**config.mk**
```make
export PLATFORM = sky130hd
export DESIGN_NAME = i2c_slave_receiver
export DESIGN_NICKNAME = d
export VERILOG_FILES = /design/src/rtl/i2c_slave_receiver.sv
export SDC_FILE = /design/constraint.sdc
export NUM_CORES = 1
export LEC_CHECK = 0
export ABC_CLOCK_PERIOD_IN_PS = 4300
export BUFFER_PORTS_ARGS = -buffer_cell sky130_fd_sc_hd__buf_4
export CORE_MARGIN = 1.5
export CORE_UTILIZATION = 34
export DETAILED_ROUTE_END_ITERATION = 12
export PLACE_DENSITY = 0.51
export SLEW_MARGIN = 25
export SYNTH_ARGS = -nofsm -noshare
export SYNTH_HDL_FRONTEND = slang
export SYNTH_SLANG_ARGS = --single-unit
```
**constraint.sdc**
```tcl
create_clock -name CLK -period 4.3 [get_ports CLK]
set_input_delay 0.43 -clock CLK [delete_from_list [all_inputs] [get_ports CLK]]
set_output_delay 0.43 -clock CLK [all_outputs]
set_load 0.01 [all_outputs]
```
**src/rtl/i2c_slave_receiver.sv**
```systemverilog
// I2C slave endpoint: oversampled SCL/SDA, START/STOP detection, 7-bit address match,
// write bytes to a strobed RX port, read bytes from a strobed TX port; SDA is open-drain.
`timescale 1ns/1ps

module i2c_slave_receiver #(
    parameter int unsigned DataWidth    = 8,
    parameter logic [6:0]  SlaveAddress = 7'h1A,
    parameter int unsigned SyncStages   = 2
) (
    input  logic                 CLK,
    input  logic                 RESET,
    input  logic                 ENABLE,
    input  logic                 SCL,
    input  logic                 SDA_IN,
    output logic                 SDA_DRIVE_LOW,
    output logic [DataWidth-1:0] RX_DATA,
    output logic                 RX_VALID,
    input  logic [DataWidth-1:0] TX_DATA,
    output logic                 TX_REQ,
    output logic                 ADDR_MATCH,
    output logic                 R_NW,
    output logic                 START_DET,
    output logic                 STOP_DET
);

    localparam int unsigned CntW = $clog2(DataWidth + 1);

    typedef enum logic [2:0] {
        S_IDLE,
        S_ADDR,
        S_ADDR_ACK,
        S_RX_BYTE,
        S_RX_ACK,
        S_TX_BYTE,
        S_TX_ACK,
        S_IGNORE
    } state_e;

    logic [SyncStages-1:0] scl_sync_q;
    logic [SyncStages-1:0] sda_sync_q;
    logic                  scl_prev_q;
    logic                  sda_prev_q;

    state_e                state_q;
    logic [CntW-1:0]       bit_cnt_q;
    logic [DataWidth-1:0]  shift_q;
    logic                  master_nack_q;

    logic scl_s;
    logic sda_s;
    logic scl_rise;
    logic scl_fall;
    logic start_c;
    logic stop_c;
    logic byte_done;

    // Synchronisers idle high so a freshly reset block sees a quiet bus.
    always_ff @(posedge CLK) begin
        if (RESET) begin
            scl_sync_q <= '1;
            sda_sync_q <= '1;
            scl_prev_q <= 1'b1;
            sda_prev_q <= 1'b1;
        end else begin
            scl_sync_q <= {scl_sync_q[SyncStages-2:0], SCL};
            sda_sync_q <= {sda_sync_q[SyncStages-2:0], SDA_IN};
            scl_prev_q <= scl_sync_q[SyncStages-1];
            sda_prev_q <= sda_sync_q[SyncStages-1];
        end
    end

    assign scl_s     = scl_sync_q[SyncStages-1];
    assign sda_s     = sda_sync_q[SyncStages-1];
    assign scl_rise  = scl_s & ~scl_prev_q;
    assign scl_fall  = ~scl_s & scl_prev_q;
    // An SDA edge only counts as START/STOP when SCL is steadily high across the sample.
    assign start_c   = scl_s & scl_prev_q & sda_prev_q & ~sda_s;
    assign stop_c    = scl_s & scl_prev_q & ~sda_prev_q & sda_s;
    assign byte_done = (bit_cnt_q == CntW'(DataWidth));

    always_ff @(posedge CLK) begin
        if (RESET || !ENABLE) begin
            state_q       <= S_IDLE;
            bit_cnt_q     <= '0;
            shift_q       <= '0;
            master_nack_q <= 1'b0;
            SDA_DRIVE_LOW <= 1'b0;
            RX_DATA       <= '0;
            RX_VALID      <= 1'b0;
            TX_REQ        <= 1'b0;
            ADDR_MATCH    <= 1'b0;
            R_NW          <= 1'b0;
            START_DET     <= 1'b0;
            STOP_DET      <= 1'b0;
        end else begin
            RX_VALID  <= 1'b0;
            TX_REQ    <= 1'b0;
            START_DET <= 1'b0;
            STOP_DET  <= 1'b0;

            if (start_c) begin
                state_q       <= S_ADDR;
                bit_cnt_q     <= '0;
                SDA_DRIVE_LOW <= 1'b0;
                ADDR_MATCH    <= 1'b0;
                START_DET     <= 1'b1;
            end else if (stop_c) begin
                state_q       <= S_IDLE;
                bit_cnt_q     <= '0;
                SDA_DRIVE_LOW <= 1'b0;
                ADDR_MATCH    <= 1'b0;
                STOP_DET      <= 1'b1;
            end else begin
                case (state_q)
                    S_ADDR: begin
                        if (scl_rise && !byte_done) begin
                            shift_q   <= {shift_q[DataWidth-2:0], sda_s};
                            bit_cnt_q <= bit_cnt_q + CntW'(1);
                        end else if (scl_fall && byte_done) begin
                            bit_cnt_q <= '0;
                            if (shift_q[DataWidth-1 -: 7] == SlaveAddress) begin
                                state_q       <= S_ADDR_ACK;
                                SDA_DRIVE_LOW <= 1'b1;
                                ADDR_MATCH    <= 1'b1;
                                R_NW          <= shift_q[0];
                            end else begin
                                state_q <= S_IGNORE;
                            end
                        end
                    end
                    S_ADDR_ACK: begin
                        if (scl_fall) begin
                            bit_cnt_q <= '0;
                            if (R_NW) begin
                                state_q       <= S_TX_BYTE;
                                TX_REQ        <= 1'b1;
                                shift_q       <= TX_DATA;
                                SDA_DRIVE_LOW <= ~TX_DATA[DataWidth-1];
                            end else begin
                                state_q       <= S_RX_BYTE;
                                SDA_DRIVE_LOW <= 1'b0;
                            end
                        end
                    end
                    S_RX_BYTE: begin
                        if (scl_rise && !byte_done) begin
                            shift_q   <= {shift_q[DataWidth-2:0], sda_s};
                            bit_cnt_q <= bit_cnt_q + CntW'(1);
                        end else if (scl_fall && byte_done) begin
                            bit_cnt_q     <= '0;
                            RX_DATA       <= shift_q;
                            RX_VALID      <= 1'b1;
                            SDA_DRIVE_LOW <= 1'b1;
                            state_q       <= S_RX_ACK;
                        end
                    end
                    S_RX_ACK: begin
                        if (scl_fall) begin
                            SDA_DRIVE_LOW <= 1'b0;
                            state_q       <= S_RX_BYTE;
                        end
                    end
                    // MSB went out on entry; each later falling edge presents the next bit.
                    S_TX_BYTE: begin
                        if (scl_fall) begin
                            if (bit_cnt_q == CntW'(DataWidth - 1)) begin
                                bit_cnt_q     <= '0;
                                SDA_DRIVE_LOW <= 1'b0;
                                master_nack_q <= 1'b1;
                                state_q       <= S_TX_ACK;
                            end else begin
                                bit_cnt_q     <= bit_cnt_q + CntW'(1);
                                SDA_DRIVE_LOW <= ~shift_q[DataWidth-2];
                                shift_q       <= {shift_q[DataWidth-2:0], 1'b0};
                            end
                        end
                    end
                    S_TX_ACK: begin
                        if (scl_rise) begin
                            master_nack_q <= sda_s;
                        end else if (scl_fall) begin
                            if (!master_nack_q) begin
                                state_q       <= S_TX_BYTE;
                                TX_REQ        <= 1'b1;
                                shift_q       <= TX_DATA;
                                SDA_DRIVE_LOW <= ~TX_DATA[DataWidth-1];
                            end else begin
                                state_q       <= S_IGNORE;
                                SDA_DRIVE_LOW <= 1'b0;
                            end
                        end
                    end
                    S_IGNORE: begin
                        SDA_DRIVE_LOW <= 1'b0;
                    end
                    default: begin
                        state_q <= S_IDLE;
                    end
                endcase
            end
        end
    end

endmodule
```
After elaboration in Yosys (flattened, before gate mapping)
Cells that the tools add are included.
Word-level totals
  flip-flop bits (word level): 37
  output and inout bits: 15
  word-level logic and storage cells: 154
Cells by class
  $add $sub $neg: 1
  equality and inequality tests: 38
  multiplexer cells: 58
  bitwise gates (word level): 18
  reduce and logical (&&, ||, !) cells: 22
Operator list (number)
  2-to-1 mux 8 bit: 8
  AND reduction 11 bit: 4
  inequality test 4 bit, second input constant: 10
  2-to-1 mux 3 bit: 12
  one-hot mux 8 bit (4 select lines): 1
  inequality test 2 bit, second input constant: 15
  2-to-1 mux 1 bit: 26
  one-hot mux 3 bit (7 select lines): 1
  2-to-1 mux 4 bit: 5
  == test 3 bit, second input constant: 4
  one-hot mux 4 bit (3 select lines): 1
  AND reduction 6 bit: 2
  NOT 1 bit: 11
  AND reduction 4 bit: 2
  bitwise AND 1 bit: 7
  == test 7 x 5 -> 1 bit, second input constant: 1
  one-hot mux 1 bit (7 select lines): 1
  nonzero test 7 bit: 1
  == test 3 x 2 -> 1 bit, second input constant: 2
  AND reduction 5 bit: 1
  OR reduction 5 bit: 1
  adder 4 x 1 -> 4 bit, second input constant: 1
  == test 4 x 3 -> 1 bit, second input constant: 1
  == test 4 bit, second input constant: 1
  other kinds (14): 18

Depth between registers and ports, before layout
Gate-level depths: netlist (run 1).
  depth after elaboration: 8
  depth in mapped cells: 8

Worst setup path before layout (run 1)
No wires, ideal clock.
  path kind: reg-to-reg
  from: reg scl_sync_q[1]
  to: reg RX_DATA[0]
  data arrival time: 1.509 ns
  required time: 4.172 ns
  setup slack: 2.663 ns
  cell stages (with the launch flop): 9
  period minus slack after synthesis: 1.637 ns
  cells stage by stage: dfxtp_1 -> buf_4 -> nand2b_1 -> buf_2 -> nor3_2 -> and3_1 -> buf_4 -> mux2i_1 -> nor2_1
Between the ends
  longest elaborated chain between the ends: 5
  elaborated cells on any way between the ends: 14
  classes of those cells: bitwise: 11; reduce/logical: 3
Ends and longest elaborated chain
  start: declaration: RTL line 39  | logic [SyncStages-1:0] scl_sync_q;
  start signal: assignment: RTL line 65  | scl_sync_q <= {scl_sync_q[SyncStages-2:0], SCL};
  bitwise AND 1 bit: RTL line 77, 78
  bitwise AND 1 bit, on equally long branches (2 in a row): RTL line 78, 77
  NOT 1 bit (no line)
  AND reduction 5 bit (no line) *
  end signal: assignment: RTL line 151  | RX_DATA <= shift_q;
  end: declaration: RTL line 16  | output logic [DataWidth-1:0] RX_DATA,
Every way passes the cells marked *; elsewhere a longest branch is shown, timed or not.
A chain may end at the register's enable or synchronous reset.

Worst setup path in the final report (run 1)
  from: reg state_q[0]
  to: reg RX_DATA[1]
Between the ends
  longest elaborated chain between the ends: 2
Ends and longest elaborated chain
  start: declaration: RTL line 44  | state_e state_q;
  start signal: assignment: RTL line 83  | state_q <= S_IDLE;
  start signal: assignment: RTL line 102  | state_q <= S_ADDR;
  start signal: assignment: RTL line 108  | state_q <= S_IDLE;
  == test 3 x 2 -> 1 bit: RTL line 114  | case (state_q)
  AND reduction 5 bit (no line)
Every way passes these cells.

==> summary.txt, run 1 <==
Setup path
  – Kind of end point of the critical path: register
  – Source of the critical timing path: state_q[0]
  – Crit path DAT: 2420 ps
  – Crit Path Class: reg -> reg
  – Largest stage delay on the critical path: 750 ps
  – Number of cells traversed by the worst register-to-register path: 5
  – Kind of start point of the critical path: register
  – Required time at the worst-slack endpoint: 4450 ps
  – Worst-path fanout max: 23
  – Worst reg2reg setup slack: 2030 ps
  – FF-to-FF End: RX_DATA[1]
  – Crit Reg-Reg Startpoint: state_q[0]
  – Cell breakdown of the critical path: nand2b_1 -> nor3_2 -> and3_1 -> mux2i_1 -> nor2_1
  – Slowest stage cell on the critical path: dfxtp_1

Route
  – Wire per inst: 14.50 µm
  – Routed vias/inst: 5.290
  – Antenna-violating nets left: 0
  – Pre-antenna DRT Iters: 4
  – Count of unresolved DRC violations after routing: 0
  – DRC violation total after the first TritonRoute iteration: 134
  – Detailed-route via count: 1661
  – Detailed-route wire length: 4552 µm

Global routing
  – GR Util All Layers: 15.91%
  – Vias in the first global route: 1527
  – Global-route wire length before repair: 7624 µm
  – Initial antenna violation count: 0
  – Congestion Overflow GR: 0
  – Maximum number of pins on one net before global-route repair: 24

Synth
  – Synth Cell Area: 0.001908 mm²
  – Post-synth EDFFs: 0
  – Ys async rst share: 0%
  – Mux share of post-synthesis cell area: 9.443%
  – Post-synthesis cell type with the largest combined area: dfxtp_1
  – Synthesized-area fraction occupied by ao, oa, aoi and oai cells: 21.18%
  – Dominant cells by area after synthesis: dfxtp_1 (39%), mux2i_1 (9.4%), nor2_1 (5.1%), a211oi_1 (4.7%), a21oi_1 (3.7%)
  – Flip-flop cell with the highest count after synthesis: dfxtp_1
  – Unique cell type count in the Yosys netlist: 53
  – Main combinational cell family by area after synthesis: simple AND/OR/NAND/NOR gates
  – Synthesized area per cell: 8.793 µm²
  – Synth top area share: 38.82%
  – Synthesis-stage register bit count: 37
  – Sequential-to-total area share from yosys stat: 38.82%
  – Yosys Warn Count: 0
  – Number of nets produced by synthesis: 232
  – Share of the synthesized netlist area taken by xor and xnor gates: 0.4590%
  – Adder-cell share of the synthesized area: 1.311%
  – Number of instances in the synthesized netlist: 217
  – Synth Area in Simple Gates: 24.92%

Clocking
  – Clock buffer depth: 2
  – CTS Buf Count: 5
  – Clock tree from TritonCTS: yes
  – Clock latency at the later pin of the worst-skew pair: 290 ps
  – Number of H-tree levels: 2
  – Buffer type at the clock tree root: clkbuf_8
  – Post-cts repair resize count: 0
  – Clock sink count: 37
  – Hold Buf Count CTS: 0
  – Number of buffers added for setup after CTS: 0
  – Clock-pin slew reported for the worst setup and hold paths after clock tree synthesis: 70 ps

Run
  – # Max-Cap Violations: 0

Hold path
  – Min-Delay Endpoint: scl_sync_q[0]
  – Hold path startpoint: SCL
  – Type of the worst min-delay path: in -> reg
  – Worst hold path cell count: 2

Power
  – Cell leakage power: 0.7977 nW
  – Peak supply drop: 0.1395 mV
  – Power per cell area: 280.2 mW/mm²

Die
  – Total Die Area: 0.006071 mm²
  – Number of rows in the core area: 27
  – Vertical extent of the die: 77.92 µm
  – I/O pin cnt: 28
  – Effective utilization at floorplan: 34.87%
  – Area of the core: 0.005473 mm²
  – Horizontal extent of the die: 77.92 µm

Cells and area
  – Net count reported at finish: 256
  – Multi-input combinational cell area: 0.001094 mm²
  – Fillers: 585
  – Final non-filler cell area: 0.002236 mm²
  – Final design utilization: 40.86%
  – Area occupied by registers: 740.7 µm²
  – Layout cells sized above 1: 19.83%
  – # diodes: 0
  – Synthesis-to-layout area growth: 17.18%

STA
  – Max Slew Vio Count: 0
  – Slew HR: 42.49%
  – Final-layout worst hold slack: 323.1 ps
  – Unrepaired setup endpoints after global routing: false
  – Highest Clock Rate: 0.4398 GHz
  – Fin. Hold Viols: 0
  – Final TNS setup: 0 ps
  – Setup-violating endpoint count in the final report: 0
  – Minimum period implied by the final worst setup slack: 2274 ps
  – Period Utilization, post-route: 52.88%
  – Slew at the pin closest to its max-slew limit: 862.6 ps
  – Worst Skew: 11.04 ps

Placement
  – Gp weighted congestion: 0.9320
  – Placed instance area: 0.002153 mm²
  – Buffers added on ports: 27
  – Half-perimeter wire length after placement: 3233 µm

Status
  – Result of the run: finished clean
==> routing by layer <==
metal	wire, µm	track usage, %	vias to the layer above
met5	0	0	-
met4	110	6.786	0
met1	2328	22.56	772
met3	161	3.529	9
met2	1952	22.96	39
li1	-	-	841
==> cells in the mapped netlist (all sizes together), types with 2 or more instances <==
cell type	n
a211o	2
a211oi	14
a21o	3
a21oi	15
a311oi	3
and2	2
and3	2
and3b	2
buf	9
clkbuf	2
dfxtp	37
ha	2
inv	5
mux2i	18
nand2	10
nand2b	6
nand3	4
nand3b	3
nand4b	2
nor2	26
nor2b	6
nor3	6
nor4	2
o21a	2
o21ai	3
o22ai	3
o2bb2ai	2
or2	7
or2b	2
or3b	2
==> layout make-up <==
class | instances | area share (%)
Clock inverter | 2 | 0.4477
Multi-Input combinational cell | 164 | 48.91
Clock buffer | 6 | 3.246
Timing Repair Buffer | 28 | 9.401
Sequential cell | 37 | 33.13
Tap cell | 72 | 4.029
Inverter | 5 | 0.8394
==> worst max-delay path, delay by kind of cell (launching register included) <==
| kind | cells | cell delay (ps) |
|---|---|---|
| flip-flops | 1 | 750 |
| multiplexers | 1 | 250 |
| AND/OR/NAND/NOR | 4 | 1130 |
==> worst max path at each step <==
stage | end | slack [ps] | cells after the start
CTS | RX_DATA[1] | 2010 | 5
detailed placement | RX_DATA[1] | 2050 | 5
global placement | RX_DATA[4] | 2000 | 5
global route | RX_DATA[1] | 1800 | 5
floorplan | RX_DATA[0] | 2660 | 8
finish | RX_DATA[1] | 2030 | 5
==> sequential cells by signal (all words and copies together), names as in the netlist <==
name           flops
SDA_DRIVE_LOW      1
RX_VALID           1
RX_DATA            8
R_NW               1
scl_prev_q         1
ADDR_MATCH         1
scl_sync_q         2
state_q            3
shift_q            8
sda_sync_q         2
STOP_DET           1
START_DET          1
bit_cnt_q          4
sda_prev_q         1
master_nack_q      1
TX_REQ             1
==> placed cells by master (no fill, tap or decap), drive strengths merged, types with 3 or more instances in the layout <==
cell	count
nand3	4
or2	7
a211oi	14
a311oi	3
nor3	6
nand2b	6
clkbuf	6
nand3b	3
mux2i	18
a21oi	15
a21o	3
dfxtp	37
nor2b	6
inv	5
o22ai	3
nand2	10
o21ai	3
nor2	26
buf	28
==> logic make-up (layout without fill, tap and decap cells) <==
kind of cell / after synthesis / count (layout)
AOI/OAI and AO/OA: 56 / 56
xor gates and xnor gates: 1 / 1
adders and majority gates: 2 / 2
buffers and inverters: 16 / 41
DFF: 37 / 37
muxes: 18 / 18
and+or+nand+nor: 87 / 87
==> where the power goes <==
part | leakage [nW] | internal, mW | switching [mW]
clock | 0.0450 | 0.112 | 0.122
sequential | 0.299 | 0.345 | 0.00480
combinational | 0.454 | 0.0198 | 0.0223
==> per-stage QoR <==
stage | total power [mW] | instances | setup slack [ps]
global placement | 0.4012 | 306 | 1997
detailed placement | 0.4005 | 306 | 2050
finish | 0.6264 | 314 | 2026
CTS | 0.6399 | 314 | 2011
global route | 0.6579 | 314 | 1797
floorplan | 0.3846 | 217 | 2663
(Power assumes the default switching activity.)
==> run 2: changes to the inputs <==
- ABC_CLOCK_PERIOD_IN_PS: 4300 -> 2200
- clock period: 4.3 -> 2.2 ns (I/O delays scaled with it)
==> summary.txt, run 2 (synthesis results as in run 1) <==
Route
  – Count of unresolved DRC violations after routing: 0
  – DRC violation total after the first TritonRoute iteration: 101
  – Pre-antenna DRT Iters: 4
  – Routed metal-1 wire length: 2363 µm
  – Wire length on met2: 2113 µm
  – Routed vias/inst: 5.348
  – Antenna-violating nets left: 0
  – Detailed-route wire length: 4843 µm
  – Detailed-route via count: 1754
  – Wire per inst: 14.77 µm
  – Top Layer Used: met4
  – Met3 WL: 181 µm

Die
  – Total Die Area: 0.006071 mm²
  – I/O pin cnt: 28
  – Horizontal extent of the die: 77.92 µm
  – Area of the core: 0.005473 mm²
  – Effective utilization at floorplan: 34.87%
  – Number of rows in the core area: 27
  – Vertical extent of the die: 77.92 µm

Cells and area
  – Layout cells sized above 1: 24.61%
  – Net count reported at finish: 270
  – Synthesis-to-layout area growth: 23.15%
  – # diodes: 0
  – Area occupied by registers: 740.7 µm²
  – Commonest cells after routing, fill and taps aside: buf_4 (42), dfxtp_1 (37), nor2_1 (26)
  – Final design utilization: 42.94%
  – Most common cell after layout, fill and taps aside: buf_4
  – Top Registers: RX_DATA (8), shift_q (8), bit_cnt_q (4)
  – Multi-input combinational cell area: 0.001094 mm²
  – Non-filler cells in the finished layout: 328
  – Fillers: 584
  – Final non-filler cell area: 0.002350 mm²

Power
  – Overall power consumption: 1.260 mW
  – Power per cell area: 536.4 mW/mm²
  – Cell leakage power: 0.8609 nW
  – Peak supply drop: 0.3106 mV

Global routing
  – Global-route wire length before repair: 8066 µm
  – Initial antenna violation count: 0
  – Vias in the first global route: 1629
  – Maximum number of pins on one net before global-route repair: 18
  – Congestion Overflow GR: 0
  – GR Util All Layers: 17.14%

Setup path
  – CP Depth: 5
  – End of the critical path: shift_q[0]
  – CP dominant cell by count: nor3_1
  – Worst reg2reg setup slack: 270 ps
  – Kind of end point of the critical path: register
  – Required time at the worst-slack endpoint: 2380 ps
  – Cell breakdown of the critical path: nor2b_1 -> nor3_1 -> a211o_1 -> a2111oi_0 -> nor3_1
  – Source of the critical timing path: state_q[2]
  – Kind of start point of the critical path: register
  – Number of cells traversed by the worst register-to-register path: 5
  – Slowest stage cell on the critical path: dfxtp_1
  – Dominant delay contributor by cell family on the critical path: compound AO/OA/AOI/OAI gates
  – Crit Reg-Reg Startpoint: state_q[2]
  – Largest stage delay on the critical path: 650 ps
  – Worst-path fanout max: 17
  – Crit Path Class: reg -> reg
  – Buf/Inv on CP: 0
  – FF-to-FF End: shift_q[0]
  – Crit path DAT: 2120 ps

Hold path
  – Worst hold path cell count: 2
  – Type of the worst min-delay path: in -> reg

Placement
  – Half-perimeter wire length after placement: 3593 µm
  – Number of placed instances, taps included: 320
  – Placed instance area: 0.002258 mm²
  – Gp weighted congestion: 0.9779
  – Buffers added on ports: 27

Clocking
  – Number of buffers added for setup after CTS: 0
  – Clock buffer depth: 2
  – Number of H-tree levels: 2
  – Buffer type at the clock tree root: clkbuf_8
  – Clock latency at the later pin of the worst-skew pair: 300 ps
  – CTS Buf Count: 5
  – Clock-pin slew reported for the worst setup and hold paths after clock tree synthesis: 80 ps
  – Clock sink count: 37
  – Post-cts repair resize count: 0
  – Hold Buf Count CTS: 0
  – Clock tree from TritonCTS: yes

STA
  – Fin. Hold Viols: 0
  – Minimum period implied by the final worst setup slack: 1932 ps
  – Worst Skew: 8.681 ps
  – Unrepaired setup endpoints after global routing: false
  – Period Utilization, post-route: 87.83%
  – Max Slew Vio Count: 0
  – Slew HR: 65.32%
  – Slew at the pin closest to its max-slew limit: 519.5 ps
  – Setup-violating endpoint count in the final report: 0
  – Highest Clock Rate: 0.5175 GHz
  – Final TNS setup: 0 ps

Status
  – Result of the run: finished clean

Run
  – # Max-Cap Violations: 0
## run 2: changes by cell type in the layout (fill, tap and decap cells not counted), sizes merged
| cell | previous run | this run |
|---|---|---|
| buf | 28 | 42 |
| clkbuf | 6 | 5 |
| clkinv | 2 | 0 |
| clkinvlp | 0 | 3 |
## run 2: stage by stage
stage,hold slack [ps],setup WS (ps)
after detailed placement,396.6,300.2
after floorplan,323.8,563.2
after global placement,391.6,333.0
after CTS,89.60,285.8
final,97.85,267.7
after global routing,83.99,79.46
## run 2: final cells by class
class	instances	area share [%]
well taps	72	3.834
clock buffers	5	2.929
repair buffers	42	13.42
flip-flops and latches	37	31.52
clock inverters	3	0.9585
inverters	5	0.7987
multi-input cells	164	46.54
## run 2: per-layer routing
metal / track usage (%) / vias to the layer above
met2: 24.96 / 43
li1: - / 869
met1: 23.50 / 826
met3: 3.647 / 16
met5: 0 / -
met4: 9.107 / 0
## run 2: report_power, final
group	internal [mW]	total, mW	switching, mW	leakage (nW)
Combinational	0.0435	0.0905	0.0470	0.525
Sequential	0.675	0.683	0.00830	0.299
Clock	0.222	0.487	0.265	0.0364
## run 2: worst min-delay path by stage
stage / start / to
2_1_floorplan: RESET / scl_prev_q
3_3_place_gp: sda_sync_q[0] / sda_sync_q[1]
3_5_place_dp: scl_sync_q[0] / scl_sync_q[1]
4_1_cts: SDA_IN / sda_sync_q[0]
5_1_grt: SDA_IN / sda_sync_q[0]
6_report: SDA_IN / sda_sync_q[0]
==> run 3: changes to the inputs <==
- PLACE_DENSITY: 0.51 -> 0.54
==> summary.txt, run 3 (synthesis results as in run 1) <==
Power
  – Peak supply drop: 0.3004 mV
  – Fraction of power consumed by the clock network: 37.7%
  – Sw Ratio: 24.36%
  – Switch Pwr: 0.3018 mW
  – Cell leakage power: 0.8488 nW
  – Relative contribution of sequential cells to total power: 55.1%
  – Power per cell area: 536.1 mW/mm²
  – Cell-internal power: 0.9372 mW
  – Gate power share: 7.2%
  – Overall power consumption: 1.239 mW

Die
  – Number of rows in the core area: 27
  – I/O pin cnt: 28
  – Horizontal extent of the die: 77.92 µm
  – Vertical extent of the die: 77.92 µm
  – Area of the core: 0.005473 mm²
  – Total Die Area: 0.006071 mm²
  – Effective utilization at floorplan: 34.87%

Global routing
  – Initial antenna violation count: 0
  – Vias in the first global route: 1604
  – Congestion Overflow GR: 0
  – Global-route wire length before repair: 7783 µm
  – GR Util All Layers: 16.10%
  – Maximum number of pins on one net before global-route repair: 18

Cells and area
  – Synthesis-to-layout area growth: 21.11%
  – Net count reported at finish: 266
  – Non-filler cells in the finished layout: 324
  – Layout cells sized above 1: 23.02%
  – Most common cell after layout, fill and taps aside: buf_4
  – # diodes: 0
  – Commonest cells after routing, fill and taps aside: buf_4 (38), dfxtp_1 (37), nor2_1 (26)
  – Top Registers: RX_DATA (8), shift_q (8), bit_cnt_q (4)
  – Final non-filler cell area: 0.002311 mm²
  – Fillers: 569

STA
  – Highest Clock Rate: 0.5010 GHz
  – Slew at the pin closest to its max-slew limit: 535.0 ps
  – Slew HR: 64.29%
  – Unrepaired setup endpoints after global routing: false
  – Setup-violating endpoint count in the final report: 0
  – Worst Skew: 7.369 ps
  – Max Slew Vio Count: 0
  – Period Utilization, post-route: 90.74%
  – Minimum period implied by the final worst setup slack: 1996 ps
  – Final TNS setup: 0 ps
  – Fin. Hold Viols: 0

Route
  – Pre-antenna DRT Iters: 4
  – Routed vias/inst: 5.272
  – Detailed-route wire length: 4602 µm
  – Antenna-violating nets left: 0
  – DRC violation total after the first TritonRoute iteration: 112
  – Count of unresolved DRC violations after routing: 0
  – Detailed-route via count: 1708
  – Wire per inst: 14.20 µm

Hold path
  – Type of the worst min-delay path: in -> reg
  – Hold path startpoint: SDA_IN

Status
  – Result of the run: finished clean

Setup path
  – Kind of end point of the critical path: register
  – Cell breakdown of the critical path: nor2b_1 -> nor3_1 -> a211o_1 -> a2111oi_0 -> nor3_1
  – Crit Reg-Reg Startpoint: state_q[2]
  – Slowest stage cell on the critical path: dfxtp_1
  – Kind of start point of the critical path: register
  – Buf/Inv on CP: 0
  – Crit path DAT: 2160 ps
  – Worst-path fanout max: 17
  – Required time at the worst-slack endpoint: 2370 ps
  – Source of the critical timing path: state_q[2]
  – CP dominant cell by count: nor3_1
  – Largest stage delay on the critical path: 660 ps
  – Dominant delay contributor by cell family on the critical path: compound AO/OA/AOI/OAI gates
  – Worst reg2reg setup slack: 200 ps
  – Crit Path Class: reg -> reg

Clocking
  – Number of H-tree levels: 2
  – Buffer type at the clock tree root: clkbuf_8
  – Clock tree from TritonCTS: yes
  – Clock-pin slew reported for the worst setup and hold paths after clock tree synthesis: 80 ps
  – Hold Buf Count CTS: 0
  – Clock sink count: 37
  – Post-cts repair resize count: 0
  – CTS Buf Count: 5
  – Clock buffer depth: 2
  – Number of buffers added for setup after CTS: 0
  – Clock latency at the later pin of the worst-skew pair: 290 ps

Placement
  – Placed instance area: 0.002228 mm²
  – Gp weighted congestion: 0.9413
  – Half-perimeter wire length after placement: 3318 µm
  – Number of placed instances, taps included: 316
  – Buffers added on ports: 27

Run
  – # Max-Cap Violations: 0
-- run 3: cell types whose count changed in the layout (fill, tap and decap cells not counted) --
| cell | delta |
|---|---|
| buf_4 | -4 |
| clkinvlp_4 | -3 |
| clkinv_2 | +2 |
| clkbuf_1 | +1 |
-- run 3: cell type report --
cell class	instances	area, µm²	share of cell area [%]
clock buffers	6	72.57	3.140
clock inverters	2	10.01	0.4331
inverters	5	18.77	0.8121
multi-input cells	164	1094	47.32
flip-flops and latches	37	740.7	32.05
well taps	72	90.09	3.898
repair buffers	38	285.3	12.34
-- run 3: power by group through the flow --
stage / combinational [mW] / sequential [mW] / clock (mW)
after floorplan: 0.0572 / 0.694 / 0
after global placement: 0.0895 / 0.699 / 0
after detailed placement: 0.0885 / 0.699 / 0
after CTS: 0.0891 / 0.683 / 0.480
after global routing: 0.0981 / 0.684 / 0.510
final: 0.0890 / 0.683 / 0.467
-- run 3: worst reg2reg max path: stages, from the launching register on --
cell and delay (ps):
dfxtp_1 660, nor2b_1 280, nor3_1 120, a211o_1 350
a2111oi_0 390, nor3_1 80
-- run 3: layer usage --
metal	wire [µm]	global-route usage, %	vias to the layer above
met5	0	0	-
met4	85	5.893	0
met3	208	3.529	8
met2	2018	25.04	43
met1	2290	21.73	795
li1	-	-	862
-- run 3: final timing paths --
| kind | endpoint | cells past startpoint |
|---|---|---|
| worst max-delay path | shift_q[0] | 5 |
| worst min-delay path | sda_sync_q[0] | 2 |
| worst max register to register | shift_q[0] | 5 |
| worst min register to register | scl_sync_q[1] | 1 |
-- run 3: per-stage QoR --
stage          utilization (%)  hold WS [ps]  setup slack [ps]
2_1_floorplan                -         323.8             563.2
3_3_place_gp             40.72         395.4             276.8
3_5_place_dp             40.72         395.4             255.9
4_1_cts                  42.23         104.4             204.6
5_1_grt                  42.23         97.21             33.63
6_report                 42.23         106.4             203.8
